<file path="src/rtl/dac_tpl_upack_fifo_if.sv">
// Source-side AXI-Stream handshake into the DAC elastic buffer.
`timescale 1ns/1ps
interface dac_tpl_upack_fifo_if #(
  parameter int unsigned DATA_WIDTH = 128
);
  logic                  s_axis_valid;
  logic                  s_axis_ready;
  logic [DATA_WIDTH-1:0] s_axis_data;

  modport master (
    output s_axis_valid,
    output s_axis_data,
    input  s_axis_ready
  );

  modport slave (
    input  s_axis_valid,
    input  s_axis_data,
    output s_axis_ready
  );
endinterface

</file>
<file path="src/rtl/dac_tpl_upack_fifo.sv">
// Elastic buffer between the DMA stream and the JESD204 DAC transport layer.
// Prefills to START_LEVEL before serving reads, then returns one word per
// read strobe; a read on an empty buffer yields zero plus a dac_dunf pulse.
`timescale 1ns/1ps
module dac_tpl_upack_fifo #(
  parameter int unsigned DATA_WIDTH   = 128,
  parameter int unsigned NUM_CHANNELS = 2,
  parameter int unsigned ADDR_WIDTH   = 4,
  parameter int unsigned START_LEVEL  = 8
) (
  input  logic                    clk,
  input  logic                    resetn,
  input  logic [NUM_CHANNELS-1:0] enable,
  input  logic [NUM_CHANNELS-1:0] dac_valid,
  dac_tpl_upack_fifo_if.slave     s_axis,
  output logic [DATA_WIDTH-1:0]   dac_ddata,
  output logic                    dac_dunf,
  output logic [ADDR_WIDTH:0]     fifo_level
);

  localparam int unsigned DEPTH = 1 << ADDR_WIDTH;
  localparam logic [ADDR_WIDTH:0] FULL_LVL  = (ADDR_WIDTH+1)'(DEPTH);
  localparam logic [ADDR_WIDTH:0] START_LVL = (ADDR_WIDTH+1)'(START_LEVEL);

  typedef enum logic [1:0] {
    ST_IDLE,
    ST_PREFILL,
    ST_RUN
  } state_e;

  state_e                  state_q, state_d;
  logic [ADDR_WIDTH-1:0]   wr_ptr_q, wr_ptr_d;
  logic [ADDR_WIDTH-1:0]   rd_ptr_q, rd_ptr_d;
  logic [ADDR_WIDTH:0]     level_q, level_d;
  logic [DATA_WIDTH-1:0]   ddata_q, ddata_d;
  logic                    dunf_q, dunf_d;
  logic [DATA_WIDTH-1:0]   mem_q [DEPTH];

  logic rd_req;
  logic en_any;
  logic ready;
  logic wr;
  logic store;
  logic pop;
  logic flush;

  // Ready depends only on registered state and level.
  always_comb begin
    ready = (state_q != ST_IDLE) && (level_q != FULL_LVL);
  end

  assign s_axis.s_axis_ready = ready;
  assign dac_ddata           = ddata_q;
  assign dac_dunf            = dunf_q;
  assign fifo_level          = level_q;

  // Next-state, output word and pointer/level bookkeeping.
  always_comb begin
    rd_req   = |(dac_valid & enable);
    en_any   = |enable;
    wr       = s_axis.s_axis_valid & ready;
    state_d  = state_q;
    ddata_d  = ddata_q;
    dunf_d   = 1'b0;
    pop      = 1'b0;
    flush    = 1'b0;
    wr_ptr_d = wr_ptr_q;
    rd_ptr_d = rd_ptr_q;
    level_d  = level_q;

    case (state_q)
      ST_IDLE: begin
        if (rd_req) ddata_d = '0;
        if (en_any) state_d = ST_PREFILL;
      end
      ST_PREFILL: begin
        if (rd_req) ddata_d = '0;
        if (!en_any) begin
          state_d = ST_IDLE;
          flush   = 1'b1;
        end else if (level_q >= START_LVL) begin
          state_d = ST_RUN;
        end
      end
      ST_RUN: begin
        if (!en_any) begin
          state_d = ST_IDLE;
          flush   = 1'b1;
        end
        if (rd_req) begin
          if (level_q != '0) begin
            pop     = 1'b1;
            ddata_d = mem_q[rd_ptr_q];
          end else begin
            // Empty: no fall-through of a same-cycle write.
            ddata_d = '0;
            dunf_d  = 1'b1;
          end
        end
      end
      default: begin
        state_d = ST_IDLE;
        flush   = 1'b1;
      end
    endcase

    store = wr & ~flush;

    if (flush) begin
      wr_ptr_d = '0;
      rd_ptr_d = '0;
      level_d  = '0;
    end else begin
      if (store) wr_ptr_d = wr_ptr_q + (ADDR_WIDTH)'(1);
      if (pop)   rd_ptr_d = rd_ptr_q + (ADDR_WIDTH)'(1);
      case ({store, pop})
        2'b10:   level_d = level_q + (ADDR_WIDTH+1)'(1);
        2'b01:   level_d = level_q - (ADDR_WIDTH+1)'(1);
        default: level_d = level_q;
      endcase
    end
  end

  // Control state and registered outputs, asynchronously cleared.
  always_ff @(posedge clk or negedge resetn) begin
    if (!resetn) begin
      state_q  <= ST_IDLE;
      wr_ptr_q <= '0;
      rd_ptr_q <= '0;
      level_q  <= '0;
      ddata_q  <= '0;
      dunf_q   <= 1'b0;
    end else begin
      state_q  <= state_d;
      wr_ptr_q <= wr_ptr_d;
      rd_ptr_q <= rd_ptr_d;
      level_q  <= level_d;
      ddata_q  <= ddata_d;
      dunf_q   <= dunf_d;
    end
  end

  // Sample storage; contents are don't-care until written.
  always_ff @(posedge clk) begin
    if (store) mem_q[wr_ptr_q] <= s_axis.s_axis_data;
  end

endmodule

</file>
<file path="src/flat_wrapper.sv">
// flat-port wrapper written by rule: the top's interface ports become plain ports
module dac_tpl_upack_fifo_flat 
#(
  parameter int unsigned DATA_WIDTH   = 128,
  parameter int unsigned NUM_CHANNELS = 2,
  parameter int unsigned ADDR_WIDTH   = 4,
  parameter int unsigned START_LEVEL  = 8
)
  (clk, resetn, enable, dac_valid, dac_ddata, dac_dunf, fifo_level, s_axis_s_axis_valid, s_axis_s_axis_data, s_axis_s_axis_ready);
  dac_tpl_upack_fifo_if #(.DATA_WIDTH(DATA_WIDTH)) s_axis_i ();
  input  logic clk;
  input  logic resetn;
  input  logic [NUM_CHANNELS-1:0] enable;
  input  logic [NUM_CHANNELS-1:0] dac_valid;
  output logic [DATA_WIDTH-1:0] dac_ddata;
  output logic dac_dunf;
  output logic [ADDR_WIDTH:0] fifo_level;
  input wire logic [$bits(s_axis_i.s_axis_valid)-1:0] s_axis_s_axis_valid;
  input wire logic [$bits(s_axis_i.s_axis_data)-1:0] s_axis_s_axis_data;
  output wire logic [$bits(s_axis_i.s_axis_ready)-1:0] s_axis_s_axis_ready;
  assign s_axis_i.s_axis_valid = s_axis_s_axis_valid;
  assign s_axis_i.s_axis_data = s_axis_s_axis_data;
  assign s_axis_s_axis_ready = s_axis_i.s_axis_ready;
  dac_tpl_upack_fifo #(.DATA_WIDTH(DATA_WIDTH), .NUM_CHANNELS(NUM_CHANNELS), .ADDR_WIDTH(ADDR_WIDTH), .START_LEVEL(START_LEVEL)) u_core (.clk(clk), .resetn(resetn), .enable(enable), .dac_valid(dac_valid), .s_axis(s_axis_i), .dac_ddata(dac_ddata), .dac_dunf(dac_dunf), .fifo_level(fifo_level));
endmodule
</file>
<file path="config.mk">
export PLATFORM = sky130hd
export DESIGN_NAME = dac_tpl_upack_fifo_flat
export DESIGN_NICKNAME = d
export VERILOG_FILES = /design/src/rtl/dac_tpl_upack_fifo_if.sv /design/src/rtl/dac_tpl_upack_fifo.sv /design/src/flat_wrapper.sv
export SDC_FILE = /design/constraint.sdc
export NUM_CORES = 2
export LEC_CHECK = 0
export ABC_AREA = 1
export ABC_CLOCK_PERIOD_IN_PS = 10550
export CAP_MARGIN = 20
export CELL_PAD_IN_SITES_DETAIL_PLACEMENT = 0
export CELL_PAD_IN_SITES_GLOBAL_PLACEMENT = 1
export CORE_MARGIN = 1.5
export CORE_UTILIZATION = 36
export CTS_BUF_LIST = sky130_fd_sc_hd__clkbuf_8
export DETAILED_ROUTE_END_ITERATION = 7
export PLACE_DENSITY_LB_ADDON = 0.1
export SLEW_MARGIN = 20
export SYNTH_ARGS = -nofsm -noshare
export SYNTH_HDL_FRONTEND = slang
export SYNTH_SLANG_ARGS = --single-unit
</file>
<file path="constraint.sdc">
create_clock -name clk -period 10.55 [get_ports clk]
set_clock_uncertainty 0.1 [all_clocks]
set_input_delay 2.11 -clock clk [delete_from_list [all_inputs] [get_ports clk]]
set_output_delay 2.11 -clock clk [all_outputs]
set_load 0.05 [all_outputs]
</file>
======== After elaboration in Yosys (flattened, before gate mapping) ========
Memory sizes are Yosys's and may differ from the RTL's.
Cells that the tools add are included.
storage, ports and cells
  memories kept ........................... 1
  bits of input ports ..................... 135
  register bits after elaboration ......... 144
  memory bits (writable) .................. 2048
cells by class
  mux-type cells .......................... 25
  reductions and logical operators ........ 14
  equal/unequal tests ..................... 10
  bitwise logic cells ..................... 4
  $lt $le $gt $ge ......................... 1
  add/sub/neg operators ................... 4
memory list
  memory        depth  width  rd ports  clocked after Yosys merged registers in  write ports  line                      RTL
  u_core.mem_q  16     128    1         0                                        1            dac_tpl_upack_fifo.sv:37  logic [DATA_WIDTH-1:0] mem_q [DEPTH];
operators by type and width
  kind                   count
  $mux W128              3
  $pmux W128 S2          1
  $mux W4                4
  $pmux W5 S2            1
  $mux W1                9
  $add A4 B1 Y4 const B  2
  $mux W2                4
  $reduce_bool A2 Y1     4
  $reduce_or A2 Y1       4
  $ne A2 B1 Y1 const B   3
  $pmux W2 S3            1
  $reduce_and A3 Y1      2
  $add A5 B1 Y5 const B  1
  $ge A5 B4 Y1 const B   1
  $mux W5                1
  $ne A5 B5 Y1 const B   1
  $reduce_bool A5 Y1     1
  $sub A5 B1 Y5 const B  1
  $eq A2 B1 Y1 const B   2
  $eq A2 B2 Y1 const B   2
  $ne A3 B3 Y1 const B   1
  $reduce_bool A3 Y1     1
  $and A1 B1 Y1          2
  $and A2 B2 Y2          1
  5 further kinds        5

======== Depth between registers and ports, before layout ========
  depth after elaboration ................. 8
  mapped depth ............................ 16

======== Worst setup path before layout ========
Ideal clock, no wire load.
  path kind ............................... in2reg
  start ................................... in enable[1]
  end ..................................... mem u_core.mem_q[13][0], enable pin
  library setup time ...................... 0.772 ns
  arrival time ............................ 11.304 ns
  stages on the path ...................... 7
  setup slack ............................. -1.626 ns
  buffers on the path ..................... 1
  required time ........................... 9.678 ns
  cell sequence ........................... nor2_1 -> nand2_1 -> nand2_1 -> inv_1 -> buf_2 -> nand3_1 -> nor3_1
between the ends
  word-level cells in the longest chain between the ends .. 7
ends and longest elaborated chain
  what                           line                                                RTL
  from (decl)                    flat_wrapper.sv:13                                  input logic [NUM_CHANNELS-1:0] enable;
  $reduce_or A2 Y1               dac_tpl_upack_fifo.sv:60                            en_any = |enable;
  $mux W1                        dac_tpl_upack_fifo.sv:78, dac_tpl_upack_fifo.sv:86
  $pmux W1 S2                    dac_tpl_upack_fifo.sv:71                            case (state_q)
  $not A1 Y1                     dac_tpl_upack_fifo.sv:107                           store = wr & ~flush;
  $and A1 B1 Y1                  dac_tpl_upack_fifo.sv:107
  $mux W1                        dac_tpl_upack_fifo.sv:145                           if (store) mem_q[wr_ptr_q] <= s_axis.s_axis_data;
  $mux W1 (not written as such)  dac_tpl_upack_fifo.sv:145
  to (decl)                      dac_tpl_upack_fifo.sv:37
Every way passes these cells.

======== Worst setup path after layout ========
  start ................................... in s_axis_s_axis_valid
  end ..................................... mem u_core.mem_q[4][124], enable pin
between the ends
  word-level cells in the longest chain between the ends .. 4
ends and longest elaborated chain
  what                           line                       RTL
  from (decl)                    flat_wrapper.sv:18         input wire logic [$bits(s_axis_i.s_axis_valid)-1:0] s_axis_s_axis_valid;
  $and A1 B1 Y1                  dac_tpl_upack_fifo.sv:61   wr = s_axis.s_axis_valid & ready;
  $and A1 B1 Y1                  dac_tpl_upack_fifo.sv:107
  $mux W1                        dac_tpl_upack_fifo.sv:145
  $mux W1 (not written as such)  dac_tpl_upack_fifo.sv:145
Every way passes these cells.

==> flow_summary.yaml <==
yosys:
  seq_area_frac_synth: 0.6995
  synth_top_area_cell: "edfxtp_1"
  syn_inst: 8941
  synth_seq_cells: 2192
  syn_avg_cell_area_um2: 10.41
  yosysWarnings: 0
  synth-compound-area-share: 0.001156
  synth.area.mux_share: 0
  synth_top_area_share: 0.6608
  syn_area_um2: 93070
  synth-adder-area-share: 0.001748
  synth_top_family_by_area: "simple AND/OR/NAND/NOR gates"
  synthXorXnorAreaFrac: 0.0004705
  synth_nets: 9089
  synth-simple-area-share: 0.2103
  yosys-top-cells-area: "edfxtp_1 (66%), nand2_1 (13%), nand3_1 (8.3%), inv_1 (6.3%), dfrtp_1 (3.9%)"
  ys_types: 27
clock_tree:
  postCtsSetupBuffers: 0
  cts.path.max_buffers: 4
  numCtsBuffers: 404
  clockRootBuffer: "clkbuf_8"
  worstSkewPairLatency_ps: 1060
  cts_resized: 0
  cts_max_level: 5
  cts.sinks: 2192
  cts_tree: "done"
  path_clk_slew_ps: 50
  cts_hold_buf: 0
global_routing:
  grt_pass1_vias: 60990
  grt_pass1_wl_mm: 402.3
  antenna_found_initial: 19
  grt_overflow: 0
  track_usage: 0.2052
  grt_max_degree: 226
die:
  io_pins: 270
  dieArea_um2: 261600
  rows: 186
  start_util: 0.3622
  die_height_um: 511.4
  core_um2: 256900
  die_w_um: 511.4
setup_path:
  arrival_ps: 5830
  crit_path_start: "s_axis_s_axis_valid"
  crit_type: "input port to register"
  crit_path_end_kind: "register"
  cp-start-kind: "input port"
  r2r-start: "u_core.rd_ptr_q[0]$_DFFE_PN0P_"
  critPathMaxFanout: 52
  crit_required_ps: 11100
placed_design:
  gp_congestion: 0.7355
  io_buffers: 269
  pre_cts_slack_ps: 4092
  dp_hpwl_mm: 128.4
  dp_cells: 12230
sta:
  finalHoldViolations: 0
  fmax_mhz: 189.5
  rsz0062_at_grt: "false"
  setup_ws_ps: 5274
  fin_setup_tns_ps: 0
  finalSetupViolations: 0
  slew_headroom: 0.2247
  period_minus_slack_ps: 5276
  period_share: 0.5001
  hold_ws_ps: 374.1
  tightest_slew_ps: 1163
  slew_viol_final: 0
hold_path:
  worstHoldStart: "u_core.dac_ddata[47]$_DFFE_PN0P_"
  min_path_type: "register to register"
run:
  drv_cap: 0
layout:
  instances_no_fill: 12940
  syn_to_final_growth_pct: 14.06
  final_net_count: 9403
  fillCellCount: 24840
  layout-drive-gt1-share: 0.06238
detailed_routing:
  wire_per_inst_um: 20.93
  drtIter0Drc: 3949
  ant_nets: 0
  first_pass_iters: 5
  drc: 0
  finalWirelength_mm: 270.9
  via_per_inst: 4.725
  via_count: 61150
power_and_ir_drop:
  p_leak_uw: 0.04540
  powerDensity_nw_per_um2: 191.3
  peakVddDrop_mv: 0.2512
outcome:
  status: "completed"
==> metal layers <==
layer	GRT usage	share of wire	routed length (um)
met1	0.2727	0.45	122000
met4	0.05744	0.023	6333
met3	0.03309	0.046	12330
met5	0	0.00038	103
met2	0.3458	0.48	130100
==> power by group <==
group / internal [uW] / switching, uW / total [uW]
combinational: 756 / 2190 / 2950
sequential: 9850 / 93.3 / 9950
clock: 3910 / 3510 / 7410
total: 14500 / 5790 / 20300
==> critical path, stage by stage <==
cell and delay [ps]:
clkdlybuf4s50_1 460, nand3_1 630, nor2_1 520, nand2_1 230
nor3_2 140, buf_4 700, buf_4 900
==> sequential cells by signal, indices dropped and copies added (netlist names) <==
name	count
u_core.dac_ddata	128
u_core.dac_dunf	1
u_core.fifo_level	5
u_core.mem_q	2048
u_core.rd_ptr_q	4
u_core.state_q	2
u_core.wr_ptr_q	4
==> cell type report <==
| type | instances | area [um2] | area share |
|---|---|---|---|
| diodes | 5 | 12.51 | 0.0001179 |
| repair buffers | 363 | 3640 | 0.03429 |
| clock buffers | 429 | 5904 | 0.05562 |
| well taps | 3384 | 4234 | 0.03989 |
| inverters | 1570 | 5941 | 0.05597 |
| flip-flops and latches | 2192 | 65120 | 0.6135 |
| multi-input cells | 4724 | 19990 | 0.1883 |
| clock inverters | 276 | 1314 | 0.01238 |
==> path summary, 6_finish.rpt <==
check	endpoint	slack, ps	cells after the start
max reg2reg	u_core.dac_ddata[85]$_DFFE_PN0P_	5520	12
max	u_core.mem_q[4][124]$_DFFE_PP_	5270	7
max in group asynchronous	u_core.dac_ddata[66]$_DFFE_PN0P_	7990	3
min in group asynchronous	u_core.dac_ddata[0]$_DFFE_PN0P_	770	1
min	u_core.dac_ddata[47]$_DFFE_PN0P_	370	2
min reg2reg	u_core.dac_ddata[47]$_DFFE_PN0P_	370	2
==> logic make-up after synthesis <==
| group | after synthesis |
|---|---|
| buffers and inverters | 2025 |
| and+or+nand+nor | 4688 |
| adders and majority gates | 13 |
| DFF | 2192 |
| AOI/OAI and AO/OA | 18 |
| xor gates and xnor gates | 5 |
==> per-stage QoR <==
stage,power (uW),cell area (um2),utilization
finish,20310,106100,0.4131
global route,21340,106100,0.4131
CTS,20660,106100,0.4130
detailed placement,13130,98890,0.3849
global placement,13120,98890,0.3849
floorplan,12070,93070,-
==> synthesized netlist by cell type <==
cell type,n
xor2_1,4
ha_1,13
o31ai_1,1
buf_1,36
clkinv_2,1
a21boi_0,1
inv_1,1567
o22ai_1,3
nand3_1,1552
a22o_1,1
buf_2,291
nand4_1,2
buf_6,2
o21bai_1,2
or2_2,2
nand2_1,3103
clkinv_1,1
nor2_1,10
buf_4,24
nor3_1,19
clkbuf_1,101
edfxtp_1,2048
o21ai_0,10
xnor2_1,1
clkbuf_4,1
inv_4,1
dfrtp_1,144
==> cell usage in the layout (no fill, tap or decap), drive strengths merged, types with 3 or more instances in the layout <==
cell type,synthesis,layout
clkinv,2,102
edfxtp,2048,2048
nor3,19,19
nand2,3103,3103
clkdlybuf4s50,0,268
clkinvlp,0,3
nand3,1552,1552
diode,0,5
buf,353,95
ha,13,13
bufinv,0,8
inv,1568,1733
xor2,4,4
clkbuf,102,429
nor2,10,10
dfrtp,144,144
o21ai,10,10
o22ai,3,3
Power figures use the tool's default switching activity.
